**src/rtl/polymult_pkg.sv**
```systemverilog
// Shared definitions for the sparse-by-normal polynomial multiplier:
// sparse-entry layout, queue-derived offset limit and scheduler states.
package polymult_pkg;

    localparam int SP_ENTRY_W    = 14;
    localparam int SP_SHIFT_LSB  = 0;
    localparam int SP_SHIFT_W    = 5;
    localparam int SP_DIFF_LSB   = 5;
    localparam int SP_DIFF_W     = 6;
    localparam int SP_LO_LAT_BIT = 11;
    localparam int SP_HI_LAT_BIT = 12;
    localparam int SP_DUMMY_BIT  = 13;

    typedef struct packed {
        logic                  dummy;
        logic                  hi_lat;
        logic                  lo_lat;
        logic [SP_DIFF_W-1:0]  diff;
        logic [SP_SHIFT_W-1:0] shift;
    } sp_entry_t;

    typedef enum logic [3:0] {
        ST_IDLE,
        ST_LOAD,
        ST_CHECK,
        ST_CLEAR,
        ST_FETCH,
        ST_ISSUE,
        ST_WAIT,
        ST_NEXT,
        ST_FINISH
    } sched_state_e;

    // The round_block queue keeps three slots in reserve, so the largest
    // usable normal/sparse word offset is three less than its depth.
    function automatic int calc_max_diff(input int queue_size);
        return queue_size - 3;
    endfunction

    function automatic sp_entry_t unpack_entry(input logic [SP_ENTRY_W-1:0] raw);
        sp_entry_t e;
        e.dummy  = raw[SP_DUMMY_BIT];
        e.hi_lat = raw[SP_HI_LAT_BIT];
        e.lo_lat = raw[SP_LO_LAT_BIT];
        e.diff   = raw[SP_DIFF_LSB +: SP_DIFF_W];
        e.shift  = raw[SP_SHIFT_LSB +: SP_SHIFT_W];
        return e;
    endfunction

endpackage

```
**src/rtl/round_scheduler.sv**
```systemverilog
// Round sequencer for one round_block: streams the normal polynomial once
// per sparse entry and pads every round to the same number of issues so the
// run time does not reveal the sparse positions.
//
// state  | meaning
// IDLE   | waiting for start, all outputs at rest
// LOAD   | sparse entry address presented
// CHECK  | sparse entry captured, offset range checked
// CLEAR  | round_block held in clear for two cycles
// FETCH  | normal word address presented
// ISSUE  | word handed to round_block (valid pulse)
// WAIT   | word and mode held until round_block reports completion
// NEXT   | round closed, advance to the next entry or finish
// FINISH | done pulse
module round_scheduler
    import polymult_pkg::*;
#(
    parameter int WORD_WIDTH        = 32,
    parameter int NORMAL_WORD_COUNT = 553,
    parameter int QUEUE_SIZE        = 19,
    parameter int WEIGHT            = 66,
    parameter int ADDR_WIDTH        = 10,
    localparam int SP_AW            = (WEIGHT > 1) ? $clog2(WEIGHT) : 1
) (
    input  logic                  clk,
    input  logic                  rst,
    input  logic                  start,
    output logic                  busy,
    output logic                  done,
    output logic                  error,
    output logic [SP_AW-1:0]      sp_addr,
    input  logic [SP_ENTRY_W-1:0] sp_rdata,
    output logic [ADDR_WIDTH-1:0] nw_addr,
    input  logic [WORD_WIDTH-1:0] nw_rdata,
    output logic                  rb_rst_n,
    output logic [WORD_WIDTH-1:0] rb_word,
    output logic                  rb_word_valid,
    output logic                  rb_only_add,
    output logic [SP_DIFF_W-1:0]  rb_sparse_diff,
    output logic                  rb_high_latency,
    output logic                  rb_low_latency,
    input  logic                  rb_processing_done,
    output logic                  acc_round_start,
    output logic                  acc_round_last,
    output logic [SP_SHIFT_W-1:0] acc_shift,
    output logic                  acc_dummy
);

    localparam int                   MAX_DIFF    = calc_max_diff(QUEUE_SIZE);
    localparam logic [9:0]           NWC_10      = 10'(NORMAL_WORD_COUNT);
    localparam logic [9:0]           ISSUE_LAST  = 10'(NORMAL_WORD_COUNT + MAX_DIFF);
    localparam logic [SP_DIFF_W-1:0] MAX_DIFF_W  = SP_DIFF_W'(MAX_DIFF);
    localparam logic [SP_AW-1:0]     ROUND_LAST  = SP_AW'(WEIGHT - 1);

    sched_state_e          state_q, state_d;
    logic [SP_AW-1:0]      round_q, round_d;
    logic [9:0]            issue_q, issue_d;
    logic                  clr_q, clr_d;
    sp_entry_t             entry_q, entry_d;
    logic                  error_q, error_d;
    logic [WORD_WIDTH-1:0] word_q, word_d;

    sp_entry_t             entry_in;
    logic                  issue_in_range;
    logic [WORD_WIDTH-1:0] word_live;
    logic [10:0]           real_last;
    logic                  in_round;
    logic                  in_issue;

    assign entry_in       = unpack_entry(sp_rdata);
    assign issue_in_range = (issue_q < NWC_10);
    // Words past the end of the normal polynomial are padding and carry zero.
    assign word_live      = issue_in_range ? nw_rdata : '0;
    assign real_last      = 11'(NORMAL_WORD_COUNT) + {5'b0, entry_q.diff};
    assign in_round       = state_q inside {ST_CLEAR, ST_FETCH, ST_ISSUE, ST_WAIT, ST_NEXT};
    assign in_issue       = state_q inside {ST_ISSUE, ST_WAIT};

    // Next-state and counter update logic.
    always_comb begin
        state_d = state_q;
        round_d = round_q;
        issue_d = issue_q;
        clr_d   = clr_q;
        entry_d = entry_q;
        error_d = error_q;
        word_d  = word_q;
        case (state_q)
            ST_IDLE: begin
                if (start) begin
                    state_d = ST_LOAD;
                    round_d = '0;
                    error_d = 1'b0;
                end
            end
            ST_LOAD: state_d = ST_CHECK;
            ST_CHECK: begin
                if (entry_in.diff > MAX_DIFF_W) begin
                    error_d = 1'b1;
                    state_d = ST_IDLE;
                end else begin
                    entry_d = entry_in;
                    clr_d   = 1'b0;
                    state_d = ST_CLEAR;
                end
            end
            ST_CLEAR: begin
                issue_d = '0;
                clr_d   = 1'b1;
                if (clr_q) state_d = ST_FETCH;
            end
            ST_FETCH: state_d = ST_ISSUE;
            ST_ISSUE: begin
                word_d  = word_live;
                state_d = ST_WAIT;
            end
            ST_WAIT: begin
                if (rb_processing_done) begin
                    if (issue_q == ISSUE_LAST) begin
                        state_d = ST_NEXT;
                    end else begin
                        issue_d = issue_q + 10'd1;
                        state_d = ST_FETCH;
                    end
                end
            end
            ST_NEXT: begin
                if (round_q == ROUND_LAST) begin
                    state_d = ST_FINISH;
                end else begin
                    round_d = round_q + SP_AW'(1);
                    state_d = ST_LOAD;
                end
            end
            ST_FINISH: state_d = ST_IDLE;
            default:   state_d = ST_IDLE;
        endcase
    end

    // State and datapath registers with synchronous reset.
    always_ff @(posedge clk) begin
        if (rst) begin
            state_q <= ST_IDLE;
            round_q <= '0;
            issue_q <= '0;
            clr_q   <= 1'b0;
            entry_q <= '0;
            error_q <= 1'b0;
            word_q  <= '0;
        end else begin
            state_q <= state_d;
            round_q <= round_d;
            issue_q <= issue_d;
            clr_q   <= clr_d;
            entry_q <= entry_d;
            error_q <= error_d;
            word_q  <= word_d;
        end
    end

    assign busy            = (state_q != ST_IDLE);
    assign done            = (state_q == ST_FINISH);
    assign error           = error_q;
    assign sp_addr         = (state_q == ST_LOAD) ? round_q : '0;
    assign nw_addr         = ((state_q == ST_FETCH) && issue_in_range) ? ADDR_WIDTH'(issue_q) : '0;
    // The clear must also reach round_block while the scheduler itself is in reset.
    assign rb_rst_n        = ~rst & ~(state_q == ST_CLEAR);
    assign rb_word_valid   = (state_q == ST_ISSUE);
    assign rb_word         = (state_q == ST_ISSUE) ? word_live :
                             (state_q == ST_WAIT)  ? word_q    : '0;
    // Issue 0 only primes the queue; issues beyond the last real offset are padding.
    assign rb_only_add     = in_issue && ((issue_q == '0) || ({1'b0, issue_q} > real_last));
    assign rb_sparse_diff  = in_round ? entry_q.diff   : '0;
    assign rb_high_latency = in_round & entry_q.hi_lat;
    assign rb_low_latency  = in_round & entry_q.lo_lat;
    assign acc_shift       = in_round ? entry_q.shift  : '0;
    assign acc_dummy       = in_round & entry_q.dummy;
    assign acc_round_start = (state_q == ST_CLEAR) & ~clr_q;
    assign acc_round_last  = (state_q == ST_NEXT);

endmodule

```
**config.mk**
```make
export PLATFORM = sky130hd
export DESIGN_NAME = round_scheduler
export DESIGN_NICKNAME = d
export VERILOG_FILES = /design/src/rtl/polymult_pkg.sv /design/src/rtl/round_scheduler.sv
export SDC_FILE = /design/constraint.sdc
export NUM_CORES = 1
export LEC_CHECK = 0
export BUFFER_PORTS_ARGS = -buffer_cell sky130_fd_sc_hd__buf_4
export CAP_MARGIN = 20
export CORE_MARGIN = 8
export CORE_UTILIZATION = 47
export CTS_BUF_LIST = sky130_fd_sc_hd__clkbuf_2
export DETAILED_ROUTE_END_ITERATION = 16
export PLACE_DENSITY = 0.79
export REMOVE_ABC_BUFFERS = 1
export SLEW_MARGIN = 20
export SYNTH_ARGS = -nofsm -noshare
export SYNTH_HDL_FRONTEND = slang
export SYNTH_SLANG_ARGS = --single-unit
```
**constraint.sdc**
```tcl
create_clock -name clk -period 2.6 [get_ports clk]
set_input_delay 0.78 -clock clk [delete_from_list [all_inputs] [get_ports clk]]
set_output_delay 0.78 -clock clk [all_outputs]
set_load 0.01 [all_outputs]
```
==> impl_metrics.tcl, run 1 <==
set metrics [dict create \
    synth_top_family_by_area "simple AND/OR/NAND/NOR gates" \
    yosys-top-cells-count "69 x dfxtp_1, 64 x a22o_1, 44 x nor2_1" \
    ctsHoldBuffers 0 \
    finalClockSkew_ns 0.0510 \
    num_rows 32 \
    muxShareOfSynthArea_pct 3.65 \
    ys_types 51 \
    nets 621 \
    final_antenna_net_count 0 \
    die_width_um 103 \
    placedInstanceArea_mm2 0.00481 \
    setup-violations-final 45 \
    p_total_w 0.00210 \
    io_buffers 120 \
    die-height_um 103 \
    worstPathMaxFanout 3 \
    switching_power_w 0.000567 \
    cts_tree "yes" \
    hold_violations 0 \
    hpwl_um 7820 \
    htree_levels 3 \
    status "finished with violations" \
    netlist.area_leader.share_pct 38.4 \
    synth_edf_count 0 \
    grt_pass1_vias 3890 \
    peakVddDrop_uv 266 \
    clock.fmax_mhz 303 \
    violations "setup timing" \
    synth_most_common_cell "dfxtp_1" \
    seqPwrFrac_pct 51.7 \
    syn_inst 395 \
    maxSlewViolCount 0 \
    routabilityCongestion 0.869 \
    drt-total-wl_um 12600 \
    synth_area_leaders "dfxtp_1 38%, a22o_1 16%, ha_1 4.9%" \
    ys_async_sr_fraction_pct 0 \
    grt_pass1_wl_um 19100 \
    antenna_found_initial 0 \
    critPathCaptureType "output port" \
    clock_latency_ns 0.50 \
    ys_seq_elements 69 \
    viasPerCell 5.61 \
    ys_seq_area_share_pct 38.4 \
    grt_setup_unrepaired "yes" \
    drt_iter0_drc 192 \
    path_class "reg2out" \
    synth_xor_xnor_area_share_pct 4.14 \
    dieArea_mm2 0.0107 \
    design.core.area_mm2 0.00757 \
    synthAdderAreaFrac_pct 4.87 \
    cts_buffers 9 \
    hold_slack_ns 0.467 \
    crit_arrival_ns 2.52 \
    min_path_type "in2reg" \
    drive_gt1_share_pct 45.2 \
    slew_headroom_pct 62.1 \
    cp-start-kind "register" \
    powerDensity_mw_per_mm2 365 \
    synth-main-ff-cell "dfxtp_1" \
    synthSimpleGateAreaFrac_pct 22.2 \
    combPwrFrac_pct 13.7 \
    cts_root_buf "clkbuf_2" \
    vias 3724 \
    synth_compound_area_share_pct 22.1 \
    grt_max_degree 34 \
    worstPathRequired_ns 1.82 \
    worstMarginPinSlew_ns 0.565 \
    max_cap_violations 0 \
    final_area_mm2 0.00576 \
    internal-power_w 0.00153 \
    drcViolationCount 0 \
    boundaryPins 121 \
    synth_area_per_cell_um2 9.10 \
    synth_area_mm2 0.00359 \
    setup_tns_ns -15.61 \
    grt_use_total_pct 22.8 \
    path_cells "and3_4 > o21ai_2 > xnor2_2 > ha_1 > nand4_1 > or4_1 > o211ai_1 > a22oi_1 > buf_4" \
    worst_slack_ns -0.704 \
    synth_top_cell_by_area "dfxtp_1" \
    gr-total-overflow 0 \
    pre_cts_ws_ns -0.269 \
    yosys_warnings 0 \
    area_growth_pct 60.1 \
    p_sw_share_pct 27.0 \
    routedWlPerCell_um 18.9 \
    cts.sinks 69 \
    min_period_ns 3.30 \
    initial_utilization_pct 47.5 \
    crit_path_max_incr_delay_ns 0.45 \
    power_frac_clock_pct 34.6 \
    period_share_pct 127 \
    crit_slowest_cell "or4_1" \
    cts.clk_slew.worst_paths_ns 0.24 \
    diodes 0 \
    cts_buffer_depth 2 \
    dr.pass1.iters 4 \
    leakagePower_nw 2.39 \
]
## flip-flops by register name, summed over array words and instances (netlist names)
register and flops:
entry_q 14, issue_q 10, round_q 7, state_q 4, clr_q 1, word_q 32, error 1
## critical path, delay by kind of cell, from the launching register on
| family | cells | cell delay, ns |
|---|---|---|
| AO/OA/AOI/OAI | 3 | 0.26 |
| buffers and inverters | 1 | 0.15 |
| AND/OR/NAND/NOR | 3 | 0.79 |
| XOR/XNOR | 1 | 0.15 |
| adder cells (fa/ha/maj) | 1 | 0.31 |
| flip-flops | 1 | 0.40 |
## what timing repair did
item                                   4_1_cts  5_1_grt
buffers inserted                            15        7
gates resized for setup                    113       39
endpoints found under the hold margin        0        0
pin swaps                                   25        9
cloned                                       5        0
setup endpoints to repair                   66       62
## power groups by stage
stage / logic (W) / clock network (W) / registers (W)
after floorplan: 0.0000906 / 0 / 0.00111
after global placement: 0.000232 / 0 / 0.00110
after detailed placement: 0.000239 / 0 / 0.00110
after CTS: 0.000269 / 0.000729 / 0.00108
after global routing: 0.000306 / 0.000787 / 0.00109
final: 0.000288 / 0.000726 / 0.00109
## final cells by class
class                   count  area, µm²
well taps                 102        128
flip-flops and latches     69       1400
clock inverters             6       87.6
multi-input cells         284       2340
clock buffers              10       50.0
fillers                   493       1810
inverters                  17       71.3
repair buffers            176       1680
## placed cells by master, fill, tap and decap left out, types with 3 or more instances in the layout
cell | synthesis | final
buf_16 | 0 | 3
and2_1 | 16 | 6
nand3_1 | 8 | 8
a22o_1 | 64 | 63
nand4_1 | 5 | 5
xnor2_1 | 8 | 6
clkbuf_2 | 0 | 10
nor2_1 | 44 | 40
dfxtp_4 | 0 | 3
nor3_1 | 8 | 6
ha_1 | 14 | 12
a21oi_4 | 0 | 4
nand2_1 | 11 | 10
buf_12 | 0 | 5
or4_4 | 2 | 3
inv_1 | 16 | 11
nor2b_1 | 17 | 11
xor2_1 | 9 | 9
buf_4 | 0 | 105
and2_4 | 0 | 10
or4_1 | 4 | 3
nor4_1 | 4 | 4
nor3b_1 | 3 | 3
dfxtp_1 | 69 | 61
inv_2 | 1 | 4
buf_6 | 1 | 62
mux2i_1 | 12 | 12
nand4b_1 | 3 | 3
nor2b_4 | 0 | 6
dfxtp_2 | 0 | 5
a21oi_1 | 13 | 9
## per-layer routing
layer	track usage, %	part of all wire, %
met5	0	0
met4	8.68	1.6
met3	8.70	8.8
met2	39.9	51
met1	24.2	38
## logic make-up after synthesis
family,count (synthesis)
adder cells (fa/ha/maj),14
AO/OA/AOI/OAI,97
AND/OR/NAND/NOR,143
XOR/XNOR,17
multiplexers,13
buffers and inverters,42
flip-flops,69
## per-stage QoR
| stage | std cells | utilization, % |
|---|---|---|
| 3_3_place_gp | 623 | 63.5 |
| 3_5_place_dp | 623 | 63.5 |
| 2_1_floorplan | 370 | - |
| 6_report | 664 | 76.1 |
| 5_1_grt | 664 | 76.1 |
| 4_1_cts | 659 | 73.7 |
## worst paths after layout
kind | startpoint | end | slack (ns) | depth (start not counted)
worst min-delay path | nw_rdata[14] | word_q[14] | 0.47 | 2
worst min register to register | error | error | 0.50 | 2
worst max-delay path | entry_q[6] | rb_only_add | -0.70 | 9
worst max register to register | issue_q[6] | issue_q[1] | 0.39 | 6
(Power assumes the default switching activity.)
==> inputs of run 2 (changes only) <==
--- a/config.mk
+++ b/config.mk
@@ -11,7 +11,7 @@
 export CORE_UTILIZATION = 47
 export CTS_BUF_LIST = sky130_fd_sc_hd__clkbuf_2
 export DETAILED_ROUTE_END_ITERATION = 16
-export PLACE_DENSITY = 0.79
+export PLACE_DENSITY_LB_ADDON = 0.08
 export REMOVE_ABC_BUFFERS = 1
 export SLEW_MARGIN = 20
 export SYNTH_ARGS = -nofsm -noshare
==> run 2 against run 1 <==
The flow still finishes with violations (setup timing). Sequential power is essentially flat. Critical endpoint unchanged. Die area is the same. Hold slack gained 0.0065 ns. Clock-buffer cell count is the same. Via count shrank 2.7%. Critical path type unchanged. Cell count shrank 0.90%. Power grew 9.0%. Final area shrank 2.2%. Clock skew shrank 0.024 ns. Utilization shrank 1.6 points.
==> impl_metrics.tcl, run 2 (synthesis gave the netlist of run 1 again) <==
set metrics [dict create \
    cp-start-kind "register" \
    dr.pass1.iters 4 \
    crit_arrival_ns 2.47 \
    clock.fmax_mhz 307 \
    top_regs "word_q: 32 flops, entry_q: 14 flops, issue_q: 10 flops" \
    hold_end "word_q[21]" \
    r2r-start "state_q[1]" \
    cts_buffers 9 \
    boundaryPins 121 \
    worstMarginPinSlew_ns 0.494 \
    hpwl_um 7360 \
    routabilityCongestion 0.868 \
    peakVddDrop_uv 271 \
    max_cap_violations 0 \
    htree_levels 3 \
    grt_pass1_wl_um 17300 \
    io_buffers 120 \
    powerDensity_mw_per_mm2 406 \
    period_share_pct 125 \
    antenna_found_initial 0 \
    worst_slack_ns -0.653 \
    grt_setup_unrepaired "yes" \
    final_cell_mix "110 x buf_4, 64 x a22o_1, 61 x dfxtp_1" \
    hold_slack_ns 0.474 \
    path_class "reg2out" \
    max_flop_register "word_q" \
    vias 3624 \
    ff2ff_setup_slack_ns 0.48 \
    r2r_end "issue_q[1]" \
    hold_violations 0 \
    critPathCaptureType "output port" \
    wl_met3_um 927 \
    layout.cells.non_filler 658 \
    initial_utilization_pct 47.5 \
    nets 615 \
    finalClockSkew_ns 0.0270 \
    drcViolationCount 0 \
    grt_use_total_pct 20.7 \
    setup-violations-final 44 \
    drive_gt1_share_pct 43.2 \
    wl_met2_um 5750 \
    slew_headroom_pct 67.0 \
    ctsHoldBuffers 0 \
    reg2reg_depth 7 \
    final_antenna_net_count 0 \
    routedWlPerCell_um 17.4 \
    maxSlewViolCount 0 \
    hold-path-cell-count 2 \
    drt-total-wl_um 11400 \
    cts_root_buf "clkbuf_2" \
    clock_latency_ns 0.51 \
    viasPerCell 5.51 \
    grt_max_degree 34 \
    die_width_um 103 \
    num_rows 32 \
    worstPathMaxFanout 3 \
    cts.clk_slew.worst_paths_ns 0.21 \
    gr-total-overflow 0 \
    pre_cts_ws_ns -0.296 \
    cts.sinks 69 \
    area_growth_pct 56.7 \
    grt_pass1_vias 3653 \
    largest_register_ffs 32 \
    startpoint "entry_q[6]" \
    diodes 0 \
    routed.top_layer "met4" \
    layout_commonest_cell "buf_4" \
    nFillCells 556 \
    cts_tree "yes" \
    status "finished with violations" \
    leakagePower_nw 2.37 \
    drt_iter0_drc 216 \
    met1_length_um 4480 \
    post-place-cells 624 \
    cts_buffer_depth 2 \
    hp-start "nw_rdata[21]" \
    min_path_type "in2reg" \
    violations "setup timing" \
    dieArea_mm2 0.0107 \
    min_period_ns 3.25 \
    die-height_um 103 \
    design.core.area_mm2 0.00757 \
    worstPathRequired_ns 1.82 \
]
## run 2: report_power, final
group | switching, W | internal [W] | total [W]
Sequential | 0.0000151 | 0.00107 | 0.00109
Clock | 0.000404 | 0.000517 | 0.000921
Combinational | 0.000139 | 0.000144 | 0.000283
Total | 0.000558 | 0.00173 | 0.00229
## run 2: critical path: stages (launching register included)
cell      delay [ns]
dfxtp_2         0.39
ha_4            0.16
buf_4           0.12
xnor2_1         0.13
ha_1            0.29
nand3_1         0.07
or4_1           0.47
o211ai_1        0.10
a22oi_1         0.09
buf_4           0.15
## run 2: timing repair
item | 4_1_cts | 5_1_grt
setup endpoints to repair | 64 | 63
endpoints found under the hold margin | 0 | 0
setup buffers | 6 | 8
gates resized for setup | 92 | 30
gates cloned | 4 | 1
pin swaps | 21 | 9
## run 2: area by class of cell
| type | instances | area [µm²] | share of cell area, % |
|---|---|---|---|
| repair buffers | 170 | 1600 | 28.4 |
| inverters | 17 | 71.3 | 1.27 |
| clock inverters | 6 | 134 | 2.38 |
| flip-flops and latches | 69 | 1390 | 24.7 |
| well taps | 102 | 128 | 2.27 |
| multi-input cells | 284 | 2260 | 40.0 |
| clock buffers | 10 | 50.0 | 0.888 |
## run 2: worst max path at each step
stage                        endpoint  slack [ns]
after global routing      rb_only_add       -0.80
after global placement    rb_only_add       -0.22
after floorplan            rb_word[0]       -0.76
after detailed placement  rb_only_add       -0.30
final                     rb_only_add       -0.65
after CTS                 rb_only_add       -0.67
## run 2: per-layer routing
layer,GRT usage (%),up-vias
met5,0,-
met4,9.23,0
met3,6.29,19
met2,35.1,118
met1,23.4,1732
li1,-,1755
## run 2: through the flow
| step | area, µm² | utilization [%] | setup TNS, ns | power, W |
|---|---|---|---|---|
| detailed placement | 4810 | 63.6 | -0.296 | 0.00134 |
| global route | 5630 | 74.4 | -24.70 | 0.00237 |
| global placement | 4810 | 63.6 | -0.220 | 0.00133 |
| finish | 5630 | 74.4 | -19.51 | 0.00229 |
| floorplan | 3490 | - | -25.58 | 0.00120 |
| CTS | 5420 | 71.6 | -19.04 | 0.00226 |
